===== src/rtl/lcd_inst_pkg.sv =====
// Shared ASCII character constants for the text-based UART/LCD front ends.
package lcd_inst_pkg;
    localparam logic [7:0] CH_LF     = 8'h0A;
    localparam logic [7:0] CH_CR     = 8'h0D;
    localparam logic [7:0] CH_SP     = 8'h20;
    localparam logic [7:0] CH_QUOTE  = 8'h22;
    localparam logic [7:0] CH_COMMA  = 8'h2C;
    localparam logic [7:0] CH_MINUS  = 8'h2D;
    localparam logic [7:0] CH_DOT    = 8'h2E;
    localparam logic [7:0] CH_0      = 8'h30;
    localparam logic [7:0] CH_9      = 8'h39;
    localparam logic [7:0] CH_COLON  = 8'h3A;
    localparam logic [7:0] CH_L      = 8'h4C;
    localparam logic [7:0] CH_R      = 8'h52;
    localparam logic [7:0] CH_T      = 8'h54;
    localparam logic [7:0] CH_LBRACE = 8'h7B;
    localparam logic [7:0] CH_RBRACE = 8'h7D;
endpackage


===== src/rtl/json_rx_pkg.sv =====
// Parser state and key codes for json_feedback_rx.
package json_rx_pkg;
    import lcd_inst_pkg::*;

    typedef enum logic [3:0] {
        S_IDLE, S_KEY_OPEN, S_KEY, S_KEY_CLOSE, S_COLON,
        S_VALUE, S_SCALE, S_WAIT_NL, S_COMMIT, S_ERROR
    } rx_state_e;

    typedef enum logic [1:0] {KEY_T, KEY_L, KEY_R, KEY_X} key_e;

    function automatic key_e key_decode(input logic [7:0] c);
        case (c)
            CH_T:    return KEY_T;
            CH_L:    return KEY_L;
            CH_R:    return KEY_R;
            default: return KEY_X;
        endcase
    endfunction
endpackage


===== src/rtl/uart_rx.sv =====
// 8N1-style UART receiver: mid-bit sampling, one-cycle valid pulse per good frame.
module uart_rx #(
    parameter int unsigned CLKS_PER_BIT = 434,
    parameter int unsigned BITS_N       = 8
) (
    input  logic              clk,
    input  logic              rst,
    input  logic              rx,
    output logic [BITS_N-1:0] data_rx,
    output logic              valid
);
    localparam int unsigned CNT_W = $clog2(CLKS_PER_BIT + 1);
    localparam int unsigned BIT_W = $clog2(BITS_N + 1);

    typedef enum logic [1:0] {U_IDLE, U_START, U_DATA, U_STOP} uart_state_e;

    uart_state_e       state_q;
    logic [CNT_W-1:0]  cnt_q;
    logic [BIT_W-1:0]  bit_q;
    logic [BITS_N-1:0] shift_q;
    logic              meta_q, rx_q, valid_q;

    always_ff @(posedge clk) begin
        if (rst) begin
            state_q <= U_IDLE;
            cnt_q   <= '0;
            bit_q   <= '0;
            shift_q <= '0;
            meta_q  <= 1'b1;
            rx_q    <= 1'b1;
            valid_q <= 1'b0;
        end else begin
            meta_q  <= rx;
            rx_q    <= meta_q;
            valid_q <= 1'b0;
            case (state_q)
                U_IDLE: begin
                    cnt_q <= '0;
                    if (!rx_q) state_q <= U_START;
                end
                // Re-check the start bit half a bit in, then sample on whole-bit steps.
                U_START: begin
                    if (cnt_q == CNT_W'(CLKS_PER_BIT / 2 - 1)) begin
                        cnt_q   <= '0;
                        bit_q   <= '0;
                        state_q <= rx_q ? U_IDLE : U_DATA;
                    end else begin
                        cnt_q <= cnt_q + CNT_W'(1);
                    end
                end
                U_DATA: begin
                    if (cnt_q == CNT_W'(CLKS_PER_BIT - 1)) begin
                        cnt_q   <= '0;
                        shift_q <= {rx_q, shift_q[BITS_N-1:1]};
                        if (bit_q == BIT_W'(BITS_N - 1)) state_q <= U_STOP;
                        else bit_q <= bit_q + BIT_W'(1);
                    end else begin
                        cnt_q <= cnt_q + CNT_W'(1);
                    end
                end
                U_STOP: begin
                    if (cnt_q == CNT_W'(CLKS_PER_BIT - 1)) begin
                        cnt_q   <= '0;
                        valid_q <= rx_q;
                        state_q <= U_IDLE;
                    end else begin
                        cnt_q <= cnt_q + CNT_W'(1);
                    end
                end
                default: state_q <= U_IDLE;
            endcase
        end
    end

    assign data_rx = shift_q;
    assign valid   = valid_q;
endmodule


===== src/rtl/json_feedback_rx.sv =====
// Serial JSON feedback parser: {"T":..,"L":..,"R":..}\n -> T and fixed-point L/R.
// Define JSON_RX_ERRCNT_EN to add the err_count saturating parse-error counter.
module json_feedback_rx
    import lcd_inst_pkg::*, json_rx_pkg::*;
#(
    parameter int unsigned CLKS_PER_BIT  = 50_000_000 / 115_200,
    parameter int unsigned BITS_N        = 8,
    parameter int unsigned VAL_W         = 32,
    parameter int unsigned FRAC_DIGITS   = 3,
    parameter int unsigned MAX_VAL_CHARS = 12
) (
    input  logic             clk,
    input  logic             rst,
    input  logic             uart_in,
    output logic             msg_valid,
    output logic [VAL_W-1:0] t_code,
    output logic [VAL_W-1:0] l_val,
    output logic [VAL_W-1:0] r_val,
    output logic             l_present,
    output logic             r_present,
    output logic             parse_error,
    output logic             busy
`ifdef JSON_RX_ERRCNT_EN
    ,
    output logic [7:0]       err_count
`endif
);
    localparam int unsigned ACC_W  = VAL_W + 4;
    localparam int unsigned CNT_W  = $clog2(MAX_VAL_CHARS + 2);
    localparam int unsigned FRAC_W = $clog2(FRAC_DIGITS + 2);
    localparam logic [ACC_W-1:0] MAG_MAX = ACC_W'({(VAL_W-1){1'b1}});

    logic [BITS_N-1:0] rx_data;
    logic              rx_valid;

    uart_rx #(.CLKS_PER_BIT(CLKS_PER_BIT), .BITS_N(BITS_N)) u_rx (
        .clk(clk), .rst(rst), .rx(uart_in), .data_rx(rx_data), .valid(rx_valid)
    );

    rx_state_e         state_q;
    key_e              key_q;
    logic [7:0]        buf_q, term_q;
    logic              pend_q;
    logic [VAL_W-1:0]  acc_q, t_sh_q, l_sh_q, r_sh_q;
    logic              neg_q, dot_q, dig_q, t_seen_q, l_seen_q, r_seen_q;
    logic [CNT_W-1:0]  cnt_q;
    logic [FRAC_W-1:0] frac_q;
    logic              msg_valid_q, l_present_q, r_present_q, parse_error_q, busy_q;
    logic [VAL_W-1:0]  t_code_q, l_val_q, r_val_q;

    logic [7:0]        cur;
    logic              take, is_ws, is_digit, val_char, acc_take, scale_more, abort;
    logic [ACC_W-1:0]  digit, acc_mul, acc_d;
    logic [VAL_W-1:0]  val_c;

    // Byte classification and every abort condition, evaluated before the state update.
    always_comb begin
        cur        = pend_q ? buf_q : 8'(rx_data);
        take       = (pend_q || rx_valid) && (state_q != S_SCALE) && (state_q != S_COMMIT);
        is_ws      = (cur == CH_SP) || (cur == CH_CR);
        is_digit   = (cur >= CH_0) && (cur <= CH_9);
        digit      = ACC_W'(cur - CH_0);
        acc_mul    = ACC_W'(acc_q) * ACC_W'(10);
        acc_d      = acc_mul + digit;
        val_char   = is_digit || ((cur == CH_MINUS) && (cnt_q == '0)) || ((cur == CH_DOT) && !dot_q);
        acc_take   = !dot_q || (frac_q < FRAC_W'(FRAC_DIGITS));
        scale_more = (key_q != KEY_T) && (frac_q < FRAC_W'(FRAC_DIGITS));
        val_c      = neg_q ? VAL_W'(-acc_q) : acc_q;
        abort      = 1'b0;
        if (take && (state_q != S_IDLE) && (state_q != S_ERROR)) begin
            if (cur == CH_LBRACE) abort = 1'b1;
            if ((cur == CH_LF) && (state_q != S_WAIT_NL)) abort = 1'b1;
            case (state_q)
                S_KEY_OPEN, S_KEY_CLOSE: if (!is_ws && (cur != CH_QUOTE)) abort = 1'b1;
                S_COLON:                 if (!is_ws && (cur != CH_COLON)) abort = 1'b1;
                S_WAIT_NL:               if (!is_ws && (cur != CH_LF))    abort = 1'b1;
                S_VALUE: begin
                    if (val_char) begin
                        if (cnt_q == CNT_W'(MAX_VAL_CHARS))            abort = 1'b1;
                        if ((cur == CH_DOT) && (key_q == KEY_T))       abort = 1'b1;
                        if (is_digit && acc_take && (acc_d > MAG_MAX)) abort = 1'b1;
                    end else if (!dig_q) begin
                        abort = 1'b1;
                    end
                end
                default: ;
            endcase
        end
        if (state_q == S_SCALE) begin
            if (scale_more) begin
                if (acc_mul > MAG_MAX) abort = 1'b1;
            end else if (term_q == CH_RBRACE) begin
                if (!t_seen_q && (key_q != KEY_T)) abort = 1'b1;
            end else if (term_q != CH_COMMA) begin
                abort = 1'b1;
            end
        end
    end

    always_ff @(posedge clk) begin
        if (rst) begin
            state_q       <= S_IDLE;
            key_q         <= KEY_X;
            buf_q         <= '0;
            term_q        <= '0;
            pend_q        <= 1'b0;
            acc_q         <= '0;
            t_sh_q        <= '0;
            l_sh_q        <= '0;
            r_sh_q        <= '0;
            neg_q         <= 1'b0;
            dot_q         <= 1'b0;
            dig_q         <= 1'b0;
            t_seen_q      <= 1'b0;
            l_seen_q      <= 1'b0;
            r_seen_q      <= 1'b0;
            cnt_q         <= '0;
            frac_q        <= '0;
            msg_valid_q   <= 1'b0;
            t_code_q      <= '0;
            l_val_q       <= '0;
            r_val_q       <= '0;
            l_present_q   <= 1'b0;
            r_present_q   <= 1'b0;
            parse_error_q <= 1'b0;
            busy_q        <= 1'b0;
        end else begin
            msg_valid_q   <= 1'b0;
            parse_error_q <= 1'b0;
            // One-deep holding register keeps bytes that land while SCALE/COMMIT run.
            if (rx_valid && (!take || pend_q)) begin
                buf_q  <= 8'(rx_data);
                pend_q <= 1'b1;
            end else if (take) begin
                pend_q <= 1'b0;
            end

            if (abort) begin
                parse_error_q <= 1'b1;
                state_q       <= (take && (cur == CH_LF)) ? S_IDLE : S_ERROR;
                busy_q        <= !(take && (cur == CH_LF));
            end else begin
                case (state_q)
                    S_IDLE: if (take && (cur == CH_LBRACE)) begin
                        state_q  <= S_KEY_OPEN;
                        busy_q   <= 1'b1;
                        t_seen_q <= 1'b0;
                        l_seen_q <= 1'b0;
                        r_seen_q <= 1'b0;
                    end
                    S_KEY_OPEN:  if (take && (cur == CH_QUOTE)) state_q <= S_KEY;
                    S_KEY: if (take) begin
                        key_q   <= key_decode(cur);
                        state_q <= S_KEY_CLOSE;
                    end
                    S_KEY_CLOSE: if (take && (cur == CH_QUOTE)) state_q <= S_COLON;
                    S_COLON: if (take && (cur == CH_COLON)) begin
                        state_q <= S_VALUE;
                        acc_q   <= '0;
                        neg_q   <= 1'b0;
                        dot_q   <= 1'b0;
                        dig_q   <= 1'b0;
                        cnt_q   <= '0;
                        frac_q  <= '0;
                    end
                    S_VALUE: if (take) begin
                        if (val_char) begin
                            cnt_q <= cnt_q + CNT_W'(1);
                            if (is_digit) begin
                                dig_q <= 1'b1;
                                if (acc_take) begin
                                    acc_q <= VAL_W'(acc_d);
                                    if (dot_q) frac_q <= frac_q + FRAC_W'(1);
                                end
                            end else if (cur == CH_DOT) begin
                                dot_q <= 1'b1;
                            end else begin
                                neg_q <= 1'b1;
                            end
                        end else begin
                            term_q  <= cur;
                            state_q <= S_SCALE;
                        end
                    end
                    S_SCALE: if (scale_more) begin
                        acc_q  <= VAL_W'(acc_mul);
                        frac_q <= frac_q + FRAC_W'(1);
                    end else begin
                        case (key_q)
                            KEY_T:   begin t_sh_q <= val_c; t_seen_q <= 1'b1; end
                            KEY_L:   begin l_sh_q <= val_c; l_seen_q <= 1'b1; end
                            KEY_R:   begin r_sh_q <= val_c; r_seen_q <= 1'b1; end
                            default: ;
                        endcase
                        state_q <= (term_q == CH_COMMA) ? S_KEY_OPEN : S_WAIT_NL;
                    end
                    S_WAIT_NL: if (take && (cur == CH_LF)) state_q <= S_COMMIT;
                    S_COMMIT: begin
                        t_code_q    <= t_sh_q;
                        if (l_seen_q) l_val_q <= l_sh_q;
                        if (r_seen_q) r_val_q <= r_sh_q;
                        l_present_q <= l_seen_q;
                        r_present_q <= r_seen_q;
                        msg_valid_q <= 1'b1;
                        busy_q      <= 1'b0;
                        state_q     <= S_IDLE;
                    end
                    S_ERROR: if (take && (cur == CH_LF)) begin
                        state_q <= S_IDLE;
                        busy_q  <= 1'b0;
                    end
                    default: state_q <= S_IDLE;
                endcase
            end
        end
    end

`ifdef JSON_RX_ERRCNT_EN
    logic [7:0] err_cnt_q;

    always_ff @(posedge clk) begin
        if (rst)                               err_cnt_q <= '0;
        else if (abort && (err_cnt_q != 8'hFF)) err_cnt_q <= err_cnt_q + 8'd1;
    end

    assign err_count = err_cnt_q;
`endif

    assign msg_valid   = msg_valid_q;
    assign t_code      = t_code_q;
    assign l_val       = l_val_q;
    assign r_val       = r_val_q;
    assign l_present   = l_present_q;
    assign r_present   = r_present_q;
    assign parse_error = parse_error_q;
    assign busy        = busy_q;
endmodule


===== config.mk =====
export PLATFORM = sky130hd
export DESIGN_NAME = json_feedback_rx
export DESIGN_NICKNAME = d
export VERILOG_FILES = /design/src/rtl/lcd_inst_pkg.sv /design/src/rtl/json_rx_pkg.sv /design/src/rtl/uart_rx.sv /design/src/rtl/json_feedback_rx.sv
export SDC_FILE = /design/constraint.sdc
export NUM_CORES = 1
export LEC_CHECK = 0
export CORE_AREA = 2 2 187 189
export CTS_CLUSTER_SIZE = 10
export DETAILED_ROUTE_END_ITERATION = 10
export DIE_AREA = 0 0 189 191
export PLACE_DENSITY = 0.68
export SLEW_MARGIN = 20
export SYNTH_ARGS = -nofsm -noshare
export SYNTH_HDL_FRONTEND = slang
export SYNTH_HIERARCHICAL = 1
export SYNTH_SLANG_ARGS = --single-unit

===== constraint.sdc =====
create_clock -name clk -period 9.03 [get_ports clk]
set_input_delay 2.709 -clock clk [delete_from_list [all_inputs] [get_ports clk]]
set_output_delay 2.709 -clock clk [all_outputs]
set_load 0.02 [all_outputs]

# ---- After elaboration in Yosys (flattened, before gate mapping)
# Index checks and enable logic that the tools add are counted.
dict set report totals {
  inputBits 3
  register_bits 291
  output_inout_bits 101
}
dict set report classes {
  muxes 101
  n_reduce_logical 70
  mul 1
  n_bitwise 5
  eq_ne 70
  order_cmp 5
  n_addsub 7
}
# cell count
set op_table {}
lappend op_table {{$mux 32} 7}
lappend op_table {{$pmux 32 s3} 1}
lappend op_table {{$gt 36x31->1 const B} 2}
lappend op_table {{$mux 4} 18}
lappend op_table {{$eq 8x6->1 const B} 6}
lappend op_table {{$mux 1} 43}
lappend op_table {{$eq 8x7->1 const B} 5}
lappend op_table {{$add 36x36->36} 1}
lappend op_table {{$pmux 4 s9} 1}
lappend op_table {{$mul 32x3->35 const B} 1}
lappend op_table {{$neg 32->32} 1}
lappend op_table {{$ne 2x2->1 const B} 15}
lappend op_table {{$ne 3x3->1 const B} 10}
lappend op_table {{$pmux 9 s3} 1}
lappend op_table {{$reduce_and 5->1} 5}
lappend op_table {{$mux 3} 8}
lappend op_table {{$ne 8x6->1 const B} 3}
lappend op_table {{$logic_and 1x1->1} 21}
lappend op_table {{$eq 4x3->1 const B} 5}
lappend op_table {{$reduce_and 4->1} 5}
lappend op_table {{$mux 9} 2}
lappend op_table {{$eq 8x4->1 const B} 2}
lappend op_table {{$pmux 4 s2} 2}
lappend op_table {{$reduce_and 7->1} 2}
lappend op_table {{other kinds (42)} 92}

# ---- Depth between registers and ports, before layout
# Gate-level depths: netlist (run 1).
dict set report depth {
  depth_word 16
  mapped_depth 24
  ltp_nobuf 22
}

# ---- Modules after synthesis
# The synthesis (run 1) kept the hierarchy.
# mod n_inst area_per_inst_um2 cells_each
set modules_own_cells {}
lappend modules_own_cells {json_feedback_rx 1 15548.7 1967}
lappend modules_own_cells {uart_rx 1 1214.9 126}

# ---- Worst setup path before layout (run 1)
# OpenSTA, ideal clock, no wires.
dict set report synth_timing {
  path_type {reg2reg}
  from {register pend_q}
  to {register dig_q}
  n_path_buf 5
  period_less_slack_ns 5.725
  arrival_ns 5.658
  path_stages_with_launch 21
  setup_ns 0.067
  path_slack_ns 3.305
  path_cell_list {dfxtp_1 -> buf_6 -> buf_6 -> buf_6 -> mux2i_1 -> inv_1 -> ha_1 -> a21oi_1 -> ha_1 -> clkbuf_1 -> a21oi_1 -> o21ai_0 -> a221oi_1 -> o311ai_0 -> o21ai_1 -> xor2_1 -> xnor2_1 -> a41oi_2 -> buf_6 -> or4_4 -> a21oi_2}
}
dict set report synth_via {
  elab_chain_len 16
  elab_cells_between_ends 60
}
# item line
set synth_lines {}
lappend synth_lines {{from (decl)} json_feedback_rx.sv:43} ;# logic pend_q;
lappend synth_lines {{from (signal assigned)} json_feedback_rx.sv:106} ;# pend_q <= 1'b0;
lappend synth_lines {{from (signal assigned)} json_feedback_rx.sv:133} ;# pend_q <= 1'b1;
lappend synth_lines {{from (signal assigned)} json_feedback_rx.sv:135} ;# pend_q <= 1'b0;
lappend synth_lines {{$mux 8 (*)} json_feedback_rx.sv:58} ;# cur = pend_q ? buf_q : 8'(rx_data);
lappend synth_lines {{via cur[4]} json_feedback_rx.sv:51} ;# logic [7:0] cur;
lappend synth_lines {{branches (longest 14 deep; another with $add 36x36->36)} -}
lappend synth_lines {{$reduce_and 6->1 (no line) (*)} -}
lappend synth_lines {{to (signal assigned)} json_feedback_rx.sv:113} ;# dig_q <= 1'b0;
lappend synth_lines {{to (signal assigned)} json_feedback_rx.sv:162} ;# dig_q <= 1'b0;
lappend synth_lines {{to (signal assigned)} json_feedback_rx.sv:170} ;# dig_q <= 1'b1;
lappend synth_lines {{to (decl)} json_feedback_rx.sv:45} ;# logic neg_q, dot_q, dig_q, t_seen_q, l_seen_q, r_seen_q;
# Mark *: on every way through the listed nets, which the timed path passes.
# A chain may end at the register's enable or synchronous reset.

# ---- Worst setup path in the final report (run 1)
dict set report layout_timing {
  from {register acc_q[1]}
  to {register acc_q[27]}
}
dict set report layout_via {
  elab_chain_len 14
  elab_cells_between_ends 23
}
# item line
set layout_lines {}
lappend layout_lines {{from (decl)} json_feedback_rx.sv:44} ;# logic [VAL_W-1:0] acc_q, t_sh_q, l_sh_q, r_sh_q;
lappend layout_lines {{from (signal assigned)} json_feedback_rx.sv:172} ;# acc_q <= VAL_W'(acc_d);
lappend layout_lines {{from (signal assigned)} json_feedback_rx.sv:186} ;# acc_q <= VAL_W'(acc_mul);
lappend layout_lines {{$mul 32x3->35 (*)} json_feedback_rx.sv:63} ;# acc_mul = ACC_W'(acc_q) * ACC_W'(10);
lappend layout_lines {{$add 36x36->36} json_feedback_rx.sv:64} ;# acc_d = acc_mul + digit;
lappend layout_lines {{$gt 36x31->1} json_feedback_rx.sv:81} ;# if (is_digit && acc_take && (acc_d > MAG_MAX)) abort = 1'b1;
lappend layout_lines {{$logic_and 1x1->1} json_feedback_rx.sv:81}
lappend layout_lines {{$mux 1} json_feedback_rx.sv:81}
lappend layout_lines {{$mux 1} json_feedback_rx.sv:78} ;# if (val_char) begin
lappend layout_lines {{$pmux 1 s4} json_feedback_rx.sv:73} ;# case (state_q)
lappend layout_lines {{$mux 1} json_feedback_rx.sv:70} ;# if (take && (state_q != S_IDLE) && (state_q != S_ERROR)) begin
lappend layout_lines {{$mux 1, on equally long branches} {json_feedback_rx.sv:94, json_feedback_rx.sv:93}}
lappend layout_lines {{$mux 1} json_feedback_rx.sv:92} ;# end else if (term_q == CH_RBRACE) begin
lappend layout_lines {{$mux 1} json_feedback_rx.sv:90} ;# if (scale_more) begin
lappend layout_lines {{$mux 1} json_feedback_rx.sv:89} ;# if (state_q == S_SCALE) begin
lappend layout_lines {{$not 1->1 (no line)} -}
lappend layout_lines {{$reduce_and 8->1 (no line)} -}
# Every way passes the cells marked *; elsewhere a longest branch is shown, timed or not. The select of a mux whose other input is x is not followed.

==> qor.yml, run 1 <==
drt:
  routed_wl_mm: 45.9
  viasPerCell: 5.83
  vias: 15100
  drt_pre_antenna_iters: 6
  drtAntennaViolNets: 0
  wl_per_cell_um: 17.7
  drc: 0
  drt_iter0_drc: 1085
hold_path:
  hold_start: "u_rx/meta_q$_SDFF_PP1_"
  min_path_type: "flip-flop to flip-flop"
setup_path:
  crit_type: "flip-flop to flip-flop"
  path_max_fanout: 29
  start_kind: "flip-flop"
  path_cells: "ha_1, ha_1, fa_1, a21oi_1, o211ai_1, a21oi_1, o21ai_0, a31oi_1, o21a_1, o221a_2, xnor2_1, ha_1, a21oi_1, o21ai_0, a221oi_1, o311ai_0, o21ai_1, xor2_1, xnor2_1, a41o_1, buf_4, a21oi_1, a211oi_1"
  worstPathRequired_ns: 9.45
  worstSetupStartpoint: "acc_q[1]$_SDFFE_PP0P_"
  crit_top_cell: "a21oi_1"
  cp_data_arrival_time_ns: 7.54
  cpMaxStageDelayCell: "a41o_1"
  critPathCaptureType: "flip-flop"
  slowest_delay_ns: 0.83
  r2r-start: "acc_q[1]$_SDFFE_PP0P_"
die:
  row_count: 68
  initial_core_util_pct: 49.1
  die_w_um: 189
  coreArea_sq_um: 34100
  dieArea_sq_um: 36100
  ios: 104
  die_h_um: 191
global_route:
  grt_max_degree: 226
  grt_pass1_vias: 14300
  grt_usage_pct: 25.1
  overflow: 0
  grt_pass1_wl_mm: 74.4
  antenna_found_initial: 0
clocking:
  htreeDepth: 2
  cts_resized: 0
  cts.sinks: 291
  clkTransAtPathRegs_ns: 0.05
  cts_tree: "done"
  clk_latency_ns: 0.52
  cts_made_buffers: 36
  cts.path.max_buffers: 3
  hold_buffers: 0
  cts_root_buf: "clkbuf_16"
  post_cts.repair.setup_buffers: 0
timing:
  rsz0062_at_grt: "no"
  clock.fmax_ghz: 0.140
  tns_ns: 0
  hold_viol_final: 0
  setup_violations: 0
  finalCriticalPeriod_ns: 7.12
  period_share_pct: 78.9
  relSlewSlack_pct: 26.0
  final_max_slew_viol_count: 0
  timing_worst_slew_pin_value_ns: 1.11
  finClkSkew_ns: 0.0168
  setup_slack_ns: 1.91
yosys:
  synth_nets: 2205
  synth_cell_type_count: 113
  ys_warn_count: 6
  synthCells: 2093
  ys_seq_elements: 291
  synth-edff-count: 0
  synth.avg_cell_area_sq_um: 8.01
  seq_area_frac_synth_pct: 34.8
  synth_ff_type: "dfxtp_1"
  async_flop_share_pct: 0
  syn_area_sq_um: 16800
final_layout:
  multi_input_area_sq_um: 10200
  synthToLayoutAreaGrowth_pct: 13.3
  finalNetCount: 2243
  diodes: 0
  finalNonFillerCells: 2594
  ff_latch_area_sq_um: 5830
  fillerInstances: 3213
  layout-drive-gt1-share_pct: 6.87
place:
  dp_cells: 2548
  place_ws_ns: 2.08
  portBuffers: 103
  place.gp.congestion: 0.919
  hpwl_mm: 32.5
power:
  p_per_area_nw_per_um2: 190
  peakVddDrop_mv: 0.140
  p_leak_nw: 7.11
  power_w: 0.00361
flow_run:
  drv_cap: 0
run_status:
  status: "finished clean"
## cells in the mapped netlist, types with 6 or more instances
library cell / n / share of area, %
clkbuf_1: 88 / 2.0
nand2b_1: 16 / 0.60
mux2i_1: 46 / 2.7
xor2_1: 42 / 2.2
o21a_1: 9 / 0.40
nand3_1: 38 / 1.1
o211ai_1: 16 / 0.72
dfxtp_1: 291 / 35
nor4_1: 9 / 0.34
a211oi_1: 45 / 2.0
a21o_1: 12 / 0.54
a22oi_1: 13 / 0.58
nor2_1: 166 / 3.7
inv_1: 35 / 0.78
nand2_1: 397 / 8.9
buf_2: 18 / 0.54
xnor2_1: 61 / 3.2
a211oi_2: 23 / 1.7
buf_6: 11 / 0.74
a21oi_1: 275 / 8.2
o21ai_0: 84 / 2.5
nand4_1: 20 / 0.75
o21ai_1: 21 / 0.63
o41ai_1: 6 / 0.31
and3_1: 14 / 0.52
o21bai_1: 8 / 0.36
nand3b_1: 10 / 0.45
nor3_1: 23 / 0.69
a41oi_1: 6 / 0.31
a31oi_1: 26 / 0.97
nor2b_1: 10 / 0.37
ha_1: 107 / 8.0
and2_1: 6 / 0.22
o31ai_1: 9 / 0.40
## metal layers
metal / GRT usage (%) / part of all wire, % / vias to the layer above
met4: 7.06 / 2.4 / 0
met2: 41.9 / 46 / 397
met5: 0 / 0 / -
met3: 3.01 / 4.8 / 72
met1: 34.1 / 47 / 7132
li1: - / - / 7528
## worst paths after layout
kind | cells after the start | slack, ns | end
setup reg to reg | 23 | 1.91 | acc_q[27]$_SDFFE_PP0P_
hold / removal | 1 | 0.43 | u_rx/rx_q$_SDFF_PP1_
setup / recovery | 23 | 1.91 | acc_q[27]$_SDFFE_PP0P_
hold reg to reg | 1 | 0.43 | u_rx/rx_q$_SDFF_PP1_
## stage by stage
stage	instance area, sq um	utilization, %	hold WS, ns
global route	19000	55.7	0.437
CTS	19000	55.7	0.429
finish	19000	55.7	0.426
global placement	18000	52.7	0.402
detailed placement	18000	52.7	0.413
floorplan	16800	-	0.389
## layout make-up
cell class	instances	share of cell area, %
multi-input combinational	1643	53.9
clock buffer	41	5.05
clock inverter	5	0.343
tap	455	3.00
inverter	37	0.731
sequential	291	30.7
timing repair buffer	122	6.26
## sequential cells by signal (all words and copies together) (netlist names), 2 cells and up, named ones only
register,count
acc_q,32
buf_q,8
cnt_q,4
frac_q,3
key_q,2
l_sh_q,32
l_val,32
r_sh_q,32
r_val,32
state_q,4
t_code,32
t_sh_q,32
term_q,8
u_rx/bit_q,4
u_rx/cnt_q,9
u_rx/data_rx,8
## cells in the final DEF (no fill, tap or decap), types with 13 or more instances in the layout
cell             instances
nand2_1                396
dfxtp_1                291
a21oi_1                274
nor2_1                 164
ha_1                   107
clkdlybuf4s50_1        102
o21ai_0                 84
xnor2_1                 61
mux2i_1                 46
a211oi_1                45
xor2_1                  42
nand3_1                 38
clkbuf_16               36
inv_1                   35
a31oi_1                 26
a211oi_2                23
nor3_1                  23
o21ai_1                 21
nand4_1                 20
buf_4                   18
o211ai_1                16
nand2b_1                16
and3_1                  13
a22oi_1                 13
## power breakdown
group / leakage, nW / internal, W / switching (W)
combinational: 4.26 / 0.000387 / 0.000602
clock: 0.507 / 0.000774 / 0.000524
sequential: 2.34 / 0.00130 / 0.0000251
total: 7.11 / 0.00246 / 0.00115
## worst max-delay path: cells and delay by family (launching register included)
| kind | cells | cell delay (ns) |
|---|---|---|
| adders and majority gates | 4 | 1.32 |
| AOI/OAI and AO/OA | 15 | 4.16 |
| DFF | 1 | 0.56 |
| buffers and inverters | 1 | 0.45 |
| xor gates and xnor gates | 3 | 0.54 |
## cells by family (layout without fill, tap and decap cells)
logic type      count (synthesis)  in the layout  share of synthesized area (%)
mux                            51             51                           3.15
buf+inv                       159            205                           4.24
simple gates                  758            758                           20.3
xor+xnor                      103            103                           5.38
compound gates                622            622                           23.9
fa+ha+maj                     109            109                           8.23
flops                         291            291                           34.8
(Power assumes the default switching activity.)
==> inputs of run 2 (changes only) <==
Settings changed: PLACE_DENSITY 0.68 to 0.71.
Clock period 9.03 ns to 5.8 ns, I/O delays scaled along.
==> qor.yml, run 2 (same netlist as run 1, synthesis figures left out) <==
power:
  p_per_area_nw_per_um2: 296  # +56%
  peakVddDrop_mv: 0.230  # +64%
  p_leak_nw: 7.34  # +3.2%
  power_w: 0.00576  # +59%
timing:
  hold_viol_final: 0  # unchanged
  tns_ns: 0  # unchanged
  setup_slack_ns: 0.249  # -1.66 ns
  finalCriticalPeriod_ns: 5.55  # -1.57 ns
  relSlewSlack_pct: 30.3  # +4.3 points
  finClkSkew_ns: 0.0153  # -0.00149 ns
  timing_worst_slew_pin_value_ns: 1.04  # -0.0646 ns
  final_max_slew_viol_count: 0  # unchanged
  clock.fmax_ghz: 0.180  # +28%
  period_share_pct: 95.7  # +17 points
  setup_violations: 0  # unchanged
clocking:
  cts_root_buf: "clkbuf_16"
  cts.sinks: 291  # unchanged
  cts_tree: "done"
  clkTransAtPathRegs_ns: 0.05  # about the same
  clk_latency_ns: 0.53  # about the same
  cts_made_buffers: 36  # unchanged
  cts.path.max_buffers: 3  # unchanged
  htreeDepth: 2  # unchanged
final_layout:
  fillerInstances: 3129  # -2.6%
  layout-drive-gt1-share_pct: 9.21  # +2.3 points
  multi_input_area_sq_um: 10400  # +1.3%
  finalNetCount: 2275  # +1.4%
  synthToLayoutAreaGrowth_pct: 16.0
  fin_util_pct: 57.0  # +1.3 points
  diodes: 0  # unchanged
  ff_latch_area_sq_um: 5830  # about the same
  final_cell_mix: "395 x nand2_1, 289 x dfxtp_1, 270 x a21oi_1"
  finalNonFillerCells: 2627  # +1.3%
  mostFrequentLayoutCell: "nand2_1"
drt:
  drt_iter0_drc: 1232  # +14%
  viasPerCell: 5.90  # +1.2%
  drtAntennaViolNets: 0  # unchanged
  drt_pre_antenna_iters: 7  # +1
  drc: 0  # unchanged
  vias: 15500  # +2.5%
  routed_wl_mm: 47.6  # +3.7%
  wl_per_cell_um: 18.1  # +2.4%
place:
  place.gp.congestion: 0.896  # -2.5%
  place_ws_ns: 0.0307  # -2.04 ns
  hpwl_mm: 33.5  # +3.0%
  dp_cells: 2576  # +1.1%
  portBuffers: 103  # unchanged
global_route:
  grt_max_degree: 164  # -27%
  antenna_found_initial: 0  # unchanged
  grt_pass1_wl_mm: 75.7  # +1.8%
  overflow: 0  # unchanged
  grt_pass1_vias: 14500  # +1.5%
  grt_usage_pct: 25.6  # +0.54 points
setup_path:
  start_kind: "flip-flop"
  cp_data_arrival_time_ns: 6.00  # -1.54 ns
  crit_type: "flip-flop to flip-flop"
  critPathCaptureType: "flip-flop"
  worstPathRequired_ns: 6.25  # -3.20 ns
  path_max_fanout: 15  # -48%
die:
  row_count: 68  # unchanged
  coreArea_sq_um: 34100  # unchanged
  dieArea_sq_um: 36100  # unchanged
  die_h_um: 191  # unchanged
  ios: 104  # unchanged
  initial_core_util_pct: 49.1  # unchanged
  die_w_um: 189  # unchanged
flow_run:
  drv_cap: 0  # unchanged
hold_path:
  min_path_type: "flip-flop to flip-flop"
run_status:
  status: "finished clean"
run 2: per-layer routing:
metal	global-route usage, %	up-vias	wire length (um)
met3	3.27	95	3090
met5	0	-	0
met4	8.32	0	1370
met1	34.4	7296	21000
met2	42.6	533	22100
li1	-	7587	-
run 2: worst max-delay path, stage by stage, from the launching register on:
cell	delay (ns)
dfxtp_1	0.31
ha_1	0.29
ha_1	0.22
fa_1	0.42
a21oi_2	0.21
o211ai_1	0.18
a21oi_2	0.21
o21ai_1	0.12
a31oi_1	0.25
o21a_1	0.21
o221a_2	0.22
xnor2_2	0.15
ha_1	0.30
buf_4	0.15
nand3_1	0.14
nor2_1	0.08
a221oi_2	0.33
a21oi_1	0.11
a31oi_1	0.20
xnor2_1	0.10
nor2_2	0.20
a41oi_4	0.19
buf_12	0.22
or4_1	0.49
a31oi_1	0.16
run 2: through the flow:
step / hold WS [ns] / area, sq um
2_1_floorplan: 0.389 / 16800
3_5_place_dp: 0.400 / 18300
6_report: 0.413 / 19400
5_1_grt: 0.434 / 19400
4_1_cts: 0.415 / 19300
3_3_place_gp: 0.401 / 18300
run 2: report_power, final:
part	switching, W	internal [W]	total (W)
clock	0.000823	0.00120	0.00202
sequential	0.0000434	0.00202	0.00207
combinational	0.000997	0.000676	0.00167
total	0.00186	0.00389	0.00576
run 2: path summary, 6_finish.rpt:
path,slack [ns],cells after the start,to,start
max reg2reg,0.25,24,cnt_q[2]$_SDFFE_PP0P_,acc_q[3]$_SDFFE_PP0P_
max,0.25,24,cnt_q[2]$_SDFFE_PP0P_,acc_q[3]$_SDFFE_PP0P_
min reg2reg,0.41,1,u_rx/rx_q$_SDFF_PP1_,u_rx/meta_q$_SDFF_PP1_
min,0.41,1,u_rx/rx_q$_SDFF_PP1_,u_rx/meta_q$_SDFF_PP1_
run 2: layout make-up:
type,count,share of cell area (%)
well taps,455,2.93
inverters,37,0.714
multi-input cells,1643,53.4
clock buffers,42,4.90
clock inverters,5,0.335
repair buffers,154,7.79
flip-flops and latches,291,30.0
run 2: repair_timing:
item / in CTS / in global routing
resized for setup: 0 / 30
setup endpoints to repair: 0 / 61
setup buffers: 0 / 3
hold buffers: 0 / 0
==> inputs of run 3 (changes only) <==
Settings changed: CORE_AREA 2 2 187 189 to 2 2 197 199, DIE_AREA 0 0 189 191 to 0 0 199 201, MAX_ROUTING_LAYER from default to met4, PLACE_DENSITY 0.71 to default, SLEW_MARGIN 20 to default.
==> qor.yml, run 3 (same netlist as run 1, synthesis figures left out) <==
timing:
  timing_worst_slew_pin_value_ns: 1.11  # +0.0700 ns
  finClkSkew_ns: 0.0172  # +0.00193 ns
  relSlewSlack_pct: 25.6  # -4.8 points
  setup_violations: 0  # unchanged
  tns_ns: 0  # unchanged
  period_share_pct: 95.5  # -0.17 points
  final_max_slew_viol_count: 0  # unchanged
  hold_viol_final: 0  # unchanged
  clock.fmax_ghz: 0.180  # +0.18%
  finalCriticalPeriod_ns: 5.54  # -0.00992 ns
  fin_hold_ws_ns: 0.410  # -0.00240 ns
drt:
  routed_wl_mm: 48.6  # +2.0%
  drtAntennaViolNets: 0  # unchanged
  drc: 0  # unchanged
  vias: 15200  # -2.2%
  drt_pre_antenna_iters: 5  # -2
  viasPerCell: 5.63  # -4.7%
  wl_per_cell_um: 18.0  # -0.57%
  drt_iter0_drc: 967  # -22%
global_route:
  grt_pass1_wl_mm: 78.6  # +3.9%
  grt_usage_pct: 25.1  # -0.47 points
  grt_max_degree: 106  # -35%
  antenna_found_initial: 0  # unchanged
  overflow: 0  # unchanged
  grt_pass1_vias: 14700  # +1.1%
power:
  power_frac_comb_pct: 28.3  # -0.8 points
  switching_share_pct: 31.7  # -0.65 points
  p_int_w: 0.00398  # +2.2%
  clkPwrFrac_pct: 36.2  # +1.1 points
  power_w: 0.00583  # +1.2%
  p_leak_nw: 7.38  # +0.53%
  peakVddDrop_mv: 0.271  # +18%
  pwr-share-seq_pct: 35.5  # -0.4 points
  p_per_area_nw_per_um2: 298  # +0.63%
  p_sw_w: 0.00185  # -0.81%
die:
  ios: 104  # unchanged
  die_w_um: 199  # +5.3%
  die_h_um: 201  # +5.2%
  row_count: 72  # +5.9%
  dieArea_sq_um: 40000  # +11%
  initial_core_util_pct: 44.0  # -5.1 points
  coreArea_sq_um: 38100  # +12%
setup_path:
  slowest_delay_ns: 0.50  # about the same
  path_max_fanout: 16  # +1
  cpMaxStageDelayCell: "or4_1"
  reg2regPathDepth: 19  # -21%
  start_kind: "flip-flop"
  critPathCaptureType: "flip-flop"
  worstPathRequired_ns: 6.27  # +0.02 ns
  cp_data_arrival_time_ns: 6.01  # about the same
  worstReg2RegEnd: "cnt_q[2]$_SDFFE_PP0P_"
  r2r_slack_ns: 0.26  # about the same
  path_cells: "ha_1, ha_1, a21oi_1, o21ai_0, nor3_1, o211ai_1, a311oi_2, xnor2_1, ha_1, and4_1, a221oi_2, o311ai_1, o21ai_1, xor2_1, xnor2_2, a41oi_4, buf_12, or4_1, a31oi_1"
  r2r-start: "acc_q[28]$_SDFFE_PP0P_"
  crit_type: "flip-flop to flip-flop"
  crit_top_cell: "ha_1"
final_layout:
  final_cell_mix: "397 x nand2_1, 288 x dfxtp_1, 270 x a21oi_1"
  diodes: 0  # unchanged
  layout-drive-gt1-share_pct: 9.18  # -0.025 points
  mostFrequentLayoutCell: "nand2_1"
  synthToLayoutAreaGrowth_pct: 16.7
  finalNetCount: 2283  # +0.35%
  fin_util_pct: 51.3  # -5.7 points
clocking:
  cts.sinks: 291  # unchanged
  cts.path.max_buffers: 3  # unchanged
  hold_buffers: 0  # unchanged
  cts_root_buf: "clkbuf_16"
  cts_made_buffers: 36  # unchanged
  clkTransAtPathRegs_ns: 0.05  # about the same
  clk_latency_ns: 0.55  # +0.02 ns
  cts_tree: "done"
  htreeDepth: 2  # unchanged
place:
  hpwl_mm: 34.6  # +3.5%
  place.gp.congestion: 0.933  # +4.2%
  portBuffers: 103  # unchanged
hold_path:
  hold_depth: 1  # unchanged
  min_path_type: "flip-flop to flip-flop"
  min_to: "u_rx/rx_q$_SDFF_PP1_"
  hold_start: "u_rx/meta_q$_SDFF_PP1_"
run_status:
  status: "finished clean"
flow_run:
  drv_cap: 0  # unchanged
## run 3: timing repair
action / CTS / global route
setup endpoints to repair: 3 / 60
pin swaps: 0 / 7
gates cloned: 0 / 1
setup buffers: 0 / 3
gates resized for setup: 2 / 18
## run 3: worst max-delay path by stage
stage | from | end | slack (ns) | cells past startpoint
4_1_cts | acc_q[3]$_SDFFE_PP0P_ | cnt_q[2]$_SDFFE_PP0P_ | 0.06 | 23
3_5_place_dp | acc_q[3]$_SDFFE_PP0P_ | cnt_q[2]$_SDFFE_PP0P_ | -0.02 | 23
6_report | acc_q[28]$_SDFFE_PP0P_ | cnt_q[2]$_SDFFE_PP0P_ | 0.26 | 19
5_1_grt | acc_q[5]$_SDFFE_PP0P_ | cnt_q[2]$_SDFFE_PP0P_ | -0.005 | 22
3_3_place_gp | acc_q[21]$_SDFFE_PP0P_ | cnt_q[2]$_SDFFE_PP0P_ | 0.02 | 20
2_1_floorplan | pend_q$_SDFFE_PP0P_ | dig_q$_SDFFE_PP0P_ | 0.08 | 20
## run 3: layout make-up
class                      count  area, sq um
fill                        3750        18500
multi-input combinational   1643        10300
sequential                   291         5830
timing repair buffer         162         1560
clock buffer                  40          946
tap                          518          648
inverter                      37          139
clock inverter                 5          115
## run 3: power by group through the flow
stage | Sequential [W] | Clock (W) | Combinational (W)
floorplan | 0.00209 | 0 | 0.00120
global placement | 0.00211 | 0 | 0.00158
detailed placement | 0.00211 | 0 | 0.00159
CTS | 0.00206 | 0.00216 | 0.00160
global route | 0.00207 | 0.00223 | 0.00181
finish | 0.00207 | 0.00211 | 0.00165
## run 3: critical path: cells and delay by family, from the launching register on
kind	cells	cell delay, ns
AND/OR/NAND/NOR	3	1.01
adder cells (fa/ha/maj)	3	1.08
AO/OA/AOI/OAI	9	1.99
XOR/XNOR	3	0.69
flip-flops	1	0.49
buffers and inverters	1	0.20
## run 3: routing by layer
| metal | up-vias | track usage, % | part of all wire, % |
|---|---|---|---|
| met5 | - | - | 0 |
| met4 | 0 | 8.24 | 2.9 |
| met3 | 79 | 2.65 | 3.9 |
| met2 | 328 | 38.7 | 45 |
| met1 | 7172 | 34.5 | 48 |
| li1 | 7592 | - | - |
## run 3: through the flow
stage / worst slack [ns] / instance area, sq um / cells
3_5_place_dp: -0.0161 / 18400 / 2647
6_report: 0.259 / 19600 / 2696
5_1_grt: -0.00499 / 19600 / 2696
2_1_floorplan: 0.0753 / 16800 / 2093
3_3_place_gp: 0.0193 / 18400 / 2647
4_1_cts: 0.0600 / 19400 / 2692
